`src/rtl/quadrature_decoder_pkg.sv`:
```
// rtl/quadrature_decoder_pkg.sv - shared constants, state enum and Gray helper for the quadrature decoder
package quadrature_decoder_pkg;

  // Clockwise Gray sequence of the {A,B} pair
  localparam logic [1:0] GRAY_S0 = 2'b00;
  localparam logic [1:0] GRAY_S1 = 2'b01;
  localparam logic [1:0] GRAY_S2 = 2'b11;
  localparam logic [1:0] GRAY_S3 = 2'b10;

  // Position deltas; the paddle logic compares its difference against these
  localparam logic [1:0] STEP_POS = 2'b01;
  localparam logic [1:0] STEP_NEG = 2'b11;

  typedef enum logic {
    ST_INIT = 1'b0,
    ST_RUN  = 1'b1
  } state_t;

  // Next {A,B} pair one clockwise detent after s
  function automatic logic [1:0] cw_next(input logic [1:0] s);
    logic [1:0] n;
    case (s)
      GRAY_S0: n = GRAY_S1;
      GRAY_S1: n = GRAY_S2;
      GRAY_S2: n = GRAY_S3;
      default: n = GRAY_S0;
    endcase
    return n;
  endfunction

endpackage

```
`src/rtl/quadrature_decoder_debounce_sync.sv`:
```
// rtl/quadrature_decoder_debounce_sync.sv - synchroniser plus debouncer for one raw encoder pin
module quadrature_decoder_debounce_sync
  import quadrature_decoder_pkg::*;
#(
  parameter int SYNC_STAGES     = 2,
  parameter int DEBOUNCE_CYCLES = 16
) (
  input  logic clk,
  input  logic reset,
  input  logic pin,
  input  logic load,
  output logic sync,
  output logic level
);

  localparam int CNT_W = $clog2(DEBOUNCE_CYCLES + 1);
  localparam logic [CNT_W-1:0] CNT_LAST = CNT_W'(DEBOUNCE_CYCLES - 1);

  logic [SYNC_STAGES-1:0] sync_q;
  logic [CNT_W-1:0]       cnt;

  assign sync = sync_q[SYNC_STAGES-1];

  // Metastability chain; only its last stage is used downstream
  always_ff @(posedge clk or negedge reset) begin
    if (!reset) begin
      sync_q <= '0;
    end else begin
      sync_q <= {sync_q[SYNC_STAGES-2:0], pin};
    end
  end

  // Accept a new level only after it has held for DEBOUNCE_CYCLES cycles; load forces it
  always_ff @(posedge clk or negedge reset) begin
    if (!reset) begin
      cnt   <= '0;
      level <= 1'b0;
    end else if (load) begin
      cnt   <= '0;
      level <= sync;
    end else if (sync == level) begin
      cnt <= '0;
    end else if (cnt == CNT_LAST) begin
      cnt   <= '0;
      level <= sync;
    end else begin
      cnt <= cnt + 1'b1;
    end
  end

endmodule

```
`src/rtl/quadrature_decoder.sv`:
```
// rtl/quadrature_decoder.sv - debounced quadrature encoder to 2-bit wrapping position with step pulses
module quadrature_decoder
  import quadrature_decoder_pkg::*;
#(
  parameter int DEBOUNCE_CYCLES = 16,
  parameter int SYNC_STAGES     = 2
) (
  input  logic       clk,
  input  logic       reset,
  input  logic       enc_a,
  input  logic       enc_b,
  output logic [1:0] encoder_value,
  output logic       step_cw,
  output logic       step_ccw,
  output logic       error
);

  localparam int INIT_W = $clog2(SYNC_STAGES + 1);
  localparam logic [INIT_W-1:0] INIT_LAST = INIT_W'(SYNC_STAGES);

  state_t            state;
  logic [INIT_W-1:0] init_cnt;
  logic [1:0]        prev_ab;
  logic              sync_a, sync_b;
  logic              deb_a, deb_b;
  logic              load;
  logic [1:0]        sync_ab, deb_ab;

  assign sync_ab = {sync_a, sync_b};
  assign deb_ab  = {deb_a, deb_b};
  // Once the sync chains hold real pin levels, seed the debouncers so a non-00 rest detent is not counted
  assign load    = (state == ST_INIT) && (init_cnt == INIT_LAST);

  quadrature_decoder_debounce_sync #(
    .SYNC_STAGES    (SYNC_STAGES),
    .DEBOUNCE_CYCLES(DEBOUNCE_CYCLES)
  ) u_deb_a (
    .clk  (clk),
    .reset(reset),
    .pin  (enc_a),
    .load (load),
    .sync (sync_a),
    .level(deb_a)
  );

  quadrature_decoder_debounce_sync #(
    .SYNC_STAGES    (SYNC_STAGES),
    .DEBOUNCE_CYCLES(DEBOUNCE_CYCLES)
  ) u_deb_b (
    .clk  (clk),
    .reset(reset),
    .pin  (enc_b),
    .load (load),
    .sync (sync_b),
    .level(deb_b)
  );

  // INIT absorbs the resting pin levels; RUN classifies each debounced pair change
  always_ff @(posedge clk or negedge reset) begin
    if (!reset) begin
      state         <= ST_INIT;
      init_cnt      <= '0;
      prev_ab       <= GRAY_S0;
      encoder_value <= 2'b00;
      step_cw       <= 1'b0;
      step_ccw      <= 1'b0;
      error         <= 1'b0;
    end else begin
      step_cw  <= 1'b0;
      step_ccw <= 1'b0;
      error    <= 1'b0;
      case (state)
        ST_INIT: begin
          if (load) begin
            prev_ab <= sync_ab;
            state   <= ST_RUN;
          end else begin
            init_cnt <= init_cnt + 1'b1;
          end
        end
        ST_RUN: begin
          if (deb_ab != prev_ab) begin
            prev_ab <= deb_ab;
            if (deb_ab == cw_next(prev_ab)) begin
              encoder_value <= encoder_value + STEP_POS;
              step_cw       <= 1'b1;
            end else if (prev_ab == cw_next(deb_ab)) begin
              encoder_value <= encoder_value + STEP_NEG;
              step_ccw      <= 1'b1;
            end else begin
              error <= 1'b1;
            end
          end
        end
        default: state <= ST_INIT;
      endcase
    end
  end

endmodule

```
`config.mk`:
```
export PLATFORM = sky130hd
export DESIGN_NAME = quadrature_decoder
export DESIGN_NICKNAME = d
export VERILOG_FILES = /design/src/rtl/quadrature_decoder_pkg.sv /design/src/rtl/quadrature_decoder_debounce_sync.sv /design/src/rtl/quadrature_decoder.sv
export SDC_FILE = /design/constraint.sdc
export NUM_CORES = 1
export LEC_CHECK = 0
export BUFFER_PORTS_ARGS = -buffer_cell sky130_fd_sc_hd__buf_2
export CELL_PAD_IN_SITES_DETAIL_PLACEMENT = 1
export CELL_PAD_IN_SITES_GLOBAL_PLACEMENT = 1
export CORE_MARGIN = 2
export CORE_UTILIZATION = 49
export DETAILED_ROUTE_END_ITERATION = 7
export PLACE_DENSITY_LB_ADDON = 0.1
export SETUP_SLACK_MARGIN = 0.2
export SLEW_MARGIN = 40
export SYNTH_ARGS = -nofsm -noshare
export SYNTH_HDL_FRONTEND = slang
export SYNTH_SLANG_ARGS = --single-unit
```
`constraint.sdc`:
```
create_clock -name clk -period 2.75 [get_ports clk]
set_input_delay 0.1375 -clock clk [delete_from_list [all_inputs] [get_ports clk]]
set_output_delay 0.1375 -clock clk [all_outputs]
set_load 0.05 [all_outputs]
```
# [After elaboration in Yosys (flattened, before gate mapping)]
# Cells that the tools add are included.
[classes] n_reduce_logical=11 n_addsub=5 muxes=37 eq_ne=16 n_bitwise=2
[op_table] op="$mux 5" count=6
[op_table] op="$mux 1" count=19
[op_table] op="$mux 2" count=9
[op_table] op="$pmux 2 s3" count=2
[op_table] op="$add 5x1->5 const B" count=2
[op_table] op="$eq 5x4->1 const B" count=2
[op_table] op="$reduce_and 2->1" count=4
[op_table] op="$eq 2x2->1 const B" count=3
[op_table] op="$ne 2x2->1 const B" count=3
[op_table] op="$reduce_bool 2->1" count=3
[op_table] op="$add 2x1->2 const B" count=2
[op_table] op="$eq 2x1->1 const B" count=2
[op_table] op="$eq 2x2->1" count=2
[op_table] op="$logic_not 2->1" count=2
[op_table] op="$pmux 2 s2" count=1
[op_table] op="$reduce_and 3->1" count=1
[op_table] op="$add 2x2->2 const B" count=1
[op_table] op="$eq 1x1->1" count=2
[op_table] op="$ne 2x1->1 const B" count=1
[op_table] op="$ne 2x2->1" count=1
[op_table] op="$not 1->1" count=2
[op_table] op="$logic_and 1x1->1" count=1
[totals] register_bits=26 out_inout_bits=5 wordCells=84 in_bits=4

# [Logic depth before layout (Yosys ltp)]
[logic_depth] word_depth=13 ltp_mapped=6 depth_no_buf=6

# [Modules after synthesis]
# Synthesis repeated with hierarchy kept, for this count alone.
[hier_totals] cells_unflattened=89 hier_area_um2=1078.5
[by_module_without_submodules] module="quadrature_decoder_debounce_sync" n_inst=2 cells_each=25 seq_area_each_um2=200.2 area_each_um2=316.6
[by_module_without_submodules] module="quadrature_decoder" n_inst=1 cells_each=39 seq_area_each_um2=250.2 area_each_um2=445.4

# [Least setup slack after synthesis]
# Ideal clock, no wire load.
[synth_timing] path_type="reg-to-reg" from="register init_cnt[0]" to="register u_deb_b.level" slack_ns=1.419 t_arrival_ns=1.207 n_path_buf=0 period_less_slack_ns=1.331 setup_ns=0.125 t_required_ns=2.625 stages_incl_launch_ff=6 path_cell_list="dfrtp_1 > inv_1 > ha_1 > nor2b_1 > nor2_1 > mux2_2"
[synth_via] elab_chain_cells=4 word_cells_on_any_way=6 cone_classes="eq/ne: 2; mux: 1; reduce/logical: 3"
[synth_lines] element="start, declared" line_no="quadrature_decoder.sv:22" text="logic [INIT_W-1:0] init_cnt;"
[synth_lines] element="start signal, assigned" line_no="quadrature_decoder.sv:78" text="init_cnt <= init_cnt + 1'b1;"
[synth_lines] element="$eq 2x2->1 (*)" line_no="quadrature_decoder.sv:32" text="assign load = (state == ST_INIT) && (init_cnt == INIT_LAST);"
[synth_lines] element="$logic_and 1x1->1 (*)" line_no="quadrature_decoder.sv:32"
[synth_lines] element="$ne 2x2->1 (no line) or $reduce_bool 2->1 (tied branches)"
[synth_lines] element="$reduce_and 2->1 (no line)"
[synth_lines] element="end signal, assigned" line_no="quadrature_decoder_debounce_sync.sv:40" text="level <= sync;"
[synth_lines] element="end signal, assigned" line_no="quadrature_decoder_debounce_sync.sv:45" text="level <= sync;"
[synth_lines] element="end, declared" line_no="quadrature_decoder_debounce_sync.sv:13" text="output logic level"
# Mark *: on every way between the ends. The rest lies on a longest branch, timed or not.
# A chain may end at the register's enable or synchronous reset.

# [Worst setup path in the final report]
# Same ends and word-level chain as after synthesis.

==> flow_metrics.env <==
export IMPL_status="complete, no violations"
export IMPL_worst_slew_pin_slew_ns=0.5686
export IMPL_pre_cts_slack_ns=1.273
export IMPL_critPathKind="reg -> reg"
export IMPL_async_flop_share_pct=100.0
export IMPL_seq_area_um2=650.6
export IMPL_p_sw_share_pct=32.79
export IMPL_drt_first_pass_iters=4
export IMPL_max_freq_mhz=665.9
export IMPL_cts_htree_levels=1
export IMPL_drv_slew=0
export IMPL_share_comb_of_total_power_pct=22.8
export IMPL_numPortBuffers=8
export IMPL_grt_max_degree=27
export IMPL_grt_setup_unrepaired="no"
export IMPL_ant_nets=0
export IMPL_setup_tns_ns=0
export IMPL_finalHoldViolations=0
export IMPL_vias_per_cell=5.246
export IMPL_clockRootBuffer="clkbuf_4"
export IMPL_core_um2=2002
export IMPL_io_pins=9
export IMPL_ys_warn_count=0
export IMPL_final_layout_size_suffix_gt1_share_pct=15.53
export IMPL_clockBufferDepth=2
export IMPL_grt_pass1_wl_mm=3.305
export IMPL_maxCapViolCount=0
export IMPL_synthTopCellsByArea="dfrtp_1 (61%), xnor2_1 (5.7%), xor2_1 (4.1%)"
export IMPL_synth_seq_area_share_pct=60.89
export IMPL_power_switching_mw=0.2611
export IMPL_synth_nets=98
export IMPL_hold_path_class="in -> async"
export IMPL_grtUsageTotal_pct=17.56
export IMPL_clock_latency_ns=0.32
export IMPL_synth_compound_area_share_pct=5.035
export IMPL_overflow=0
export IMPL_die_width_um=50.70
export IMPL_syn_area_per_cell_um2=11.74
export IMPL_drt_iter0_markers=4
export IMPL_syn_area_um2=1069
export IMPL_vias=682
export IMPL_totalWireLength_mm=1.895
export IMPL_netlist_instances=91
export IMPL_setup_viol=0
export IMPL_fill_cells=222
export IMPL_synth_top_area_share_pct=60.89
export IMPL_synth_top_area_cell="dfrtp_1"
export IMPL_end_kind="flop"
export IMPL_p_clk_share_pct=19.6
export IMPL_ir_worst_vdd_mv=0.3863
export IMPL_dpl_hpwl_mm=1.383
export IMPL_setup_ws_ns=1.248
export IMPL_die_area_um2=2570
export IMPL_start_kind="flop"
export IMPL_synth_xor_area_share_pct=9.836
export IMPL_p_int_mw=0.5351
export IMPL_initial_core_util_pct=53.38
export IMPL_synthFlopType="dfrtp_1"
export IMPL_synth_most_common_cell="dfrtp_1"
export IMPL_antenna_found_initial=0
export IMPL_syn2layout_area_growth_pct=11.01
export IMPL_fin_cells=130
export IMPL_final_nets=112
export IMPL_wl_per_cell_um=14.58
export IMPL_cts_sinks=26
export IMPL_dp_cells=124
export IMPL_ys_ff_latch=26
export IMPL_ys_top_cells_by_count="dfrtp_1 (26), nor2_1 (9), xnor2_1 (7)"
export IMPL_grt_pass1_vias=743
export IMPL_p_seq_share_pct=57.5
export IMPL_relSlewSlack_pct=62.09
export IMPL_drc=0
export IMPL_synth_adder_area_share_pct=3.513
export IMPL_finalPower_mw=0.7962
export IMPL_multi_input_comb_area_um2=394.1
export IMPL_skew_ns=0.001320
export IMPL_crit_required_ns=2.97
export IMPL_power_density_nw_per_um2=671.3
export IMPL_fin_area_um2=1186
export IMPL_cts_inserted_buffers=3
export IMPL_clkTransAtPathRegs_ns=0.12
export IMPL_antenna_cells=0
export IMPL_synth_edf_count=0
export IMPL_timing_final_crit_share_pct=54.61
export IMPL_die_h_um=50.70
export IMPL_synth_mux_area_share_pct=3.981
export IMPL_post_synth_and_or_nand_nor_area_fraction_pct=14.52
export IMPL_row_count=16
export IMPL_synth_top_family_by_area="simple AND/OR/NAND/NOR gates"
export IMPL_gp_congestion=0.7795
export IMPL_synth_cell_types=27
export IMPL_crit_path_max_fanout=5
export IMPL_finalCriticalPeriod_ns=1.502
export IMPL_power_leakage_nw=0.5636
export IMPL_cts_tree="built"
export IMPL_place_area_um2=1134
export IMPL_arrival_ns=1.72
==> path summary, 6_finish.rpt <==
check	endpoint	start	slack, ns	cells past startpoint
worst max register to register	u_deb_b.level	init_cnt[0]	1.25	5
worst min-delay path	encoder_value[1]	reset	0.32	2
worst max-delay path	u_deb_b.level	init_cnt[0]	1.25	5
min in group clk	u_deb_a.sync_q[1]	u_deb_a.sync_q[0]	0.36	0
worst min register to register	u_deb_a.sync_q[1]	u_deb_a.sync_q[0]	0.36	0
max in group asynchronous	prev_ab[0]	reset	2.05	2
==> sequential cells by signal, summed over array words and instances (netlist names) <==
signal,cells
u_deb_a.level,1
u_deb_b.sync_q,2
state,1
init_cnt,2
u_deb_a.sync_q,2
step_cw,1
u_deb_b.level,1
encoder_value,2
u_deb_a.cnt,5
step_ccw,1
u_deb_b.cnt,5
prev_ab,2
error,1
==> power groups by stage <==
stage | registers (mW) | logic, mW | clock network, mW
after floorplan | 0.529 | 0.0666 | 0
after global placement | 0.461 | 0.176 | 0
after detailed placement | 0.466 | 0.181 | 0
after CTS | 0.459 | 0.185 | 0.162
after global routing | 0.465 | 0.200 | 0.171
final | 0.458 | 0.182 | 0.156
==> cell type report <==
class / count / share of cell area, %
Tap cell: 27 / 2.848
Inverter: 4 / 1.266
Multi-Input combinational cell: 59 / 33.23
Sequential cell: 26 / 54.85
Timing Repair Buffer: 11 / 5.907
Clock buffer: 3 / 1.899
==> timing repair <==
| item | in CTS | in global routing |
|---|---|---|
| setup buffers | 0 | 0 |
| endpoints found under the hold margin | 28 | 0 |
| resized for setup | 0 | 0 |
| hold buffers | 3 | 0 |
==> kinds of logic after synthesis <==
group | count (synthesis)
AND/OR/NAND/NOR | 30
buffers and inverters | 6
AO/OA/AOI/OAI | 10
flip-flops | 26
adder cells (fa/ha/maj) | 3
multiplexers | 4
XOR/XNOR | 12
==> through the flow <==
| stage | utilization (%) | hold slack (ns) |
|---|---|---|
| 3_5_place_dp | 56.63 | 0.1641 |
| 2_1_floorplan | - | -0.1581 |
| 6_report | 59.25 | 0.3233 |
| 5_1_grt | 59.25 | 0.3719 |
| 3_3_place_gp | 56.63 | 0.1636 |
| 4_1_cts | 59.25 | 0.3398 |
==> placed cells by master (no fill, tap or decap), drive strengths merged <==
cell type and count:
a21oi 1, buf 8, mux2i 2, a31oi 1
inv 4, mux2 2, nor2b 1, a22oi 1
nand2b 1, and2 2, and3 4, clkbuf 3
nor2 9, nand2 5, nor3 2, or2 1
xnor2 7, o21ai 7, dfrtp 26, ha 3
nor4b 1, nand3 3, dlygate4sd3 3, xor2 5
nand4b 1
==> critical path: stages (launching register included) <==
cell and delay (ns):
dfrtp_1 0.41, inv_1 0.07, ha_1 0.28, nor2b_1 0.28, nor2_1 0.09, mux2_2 0.27
==> per-layer routing <==
metal	global-route usage [%]	share of wire (%)
met5	0	0
met1	19.41	44
met4	8.108	1.8
met2	31.80	51
met3	3.869	4.0
Note: power is estimated with default switching activity, not from simulation.
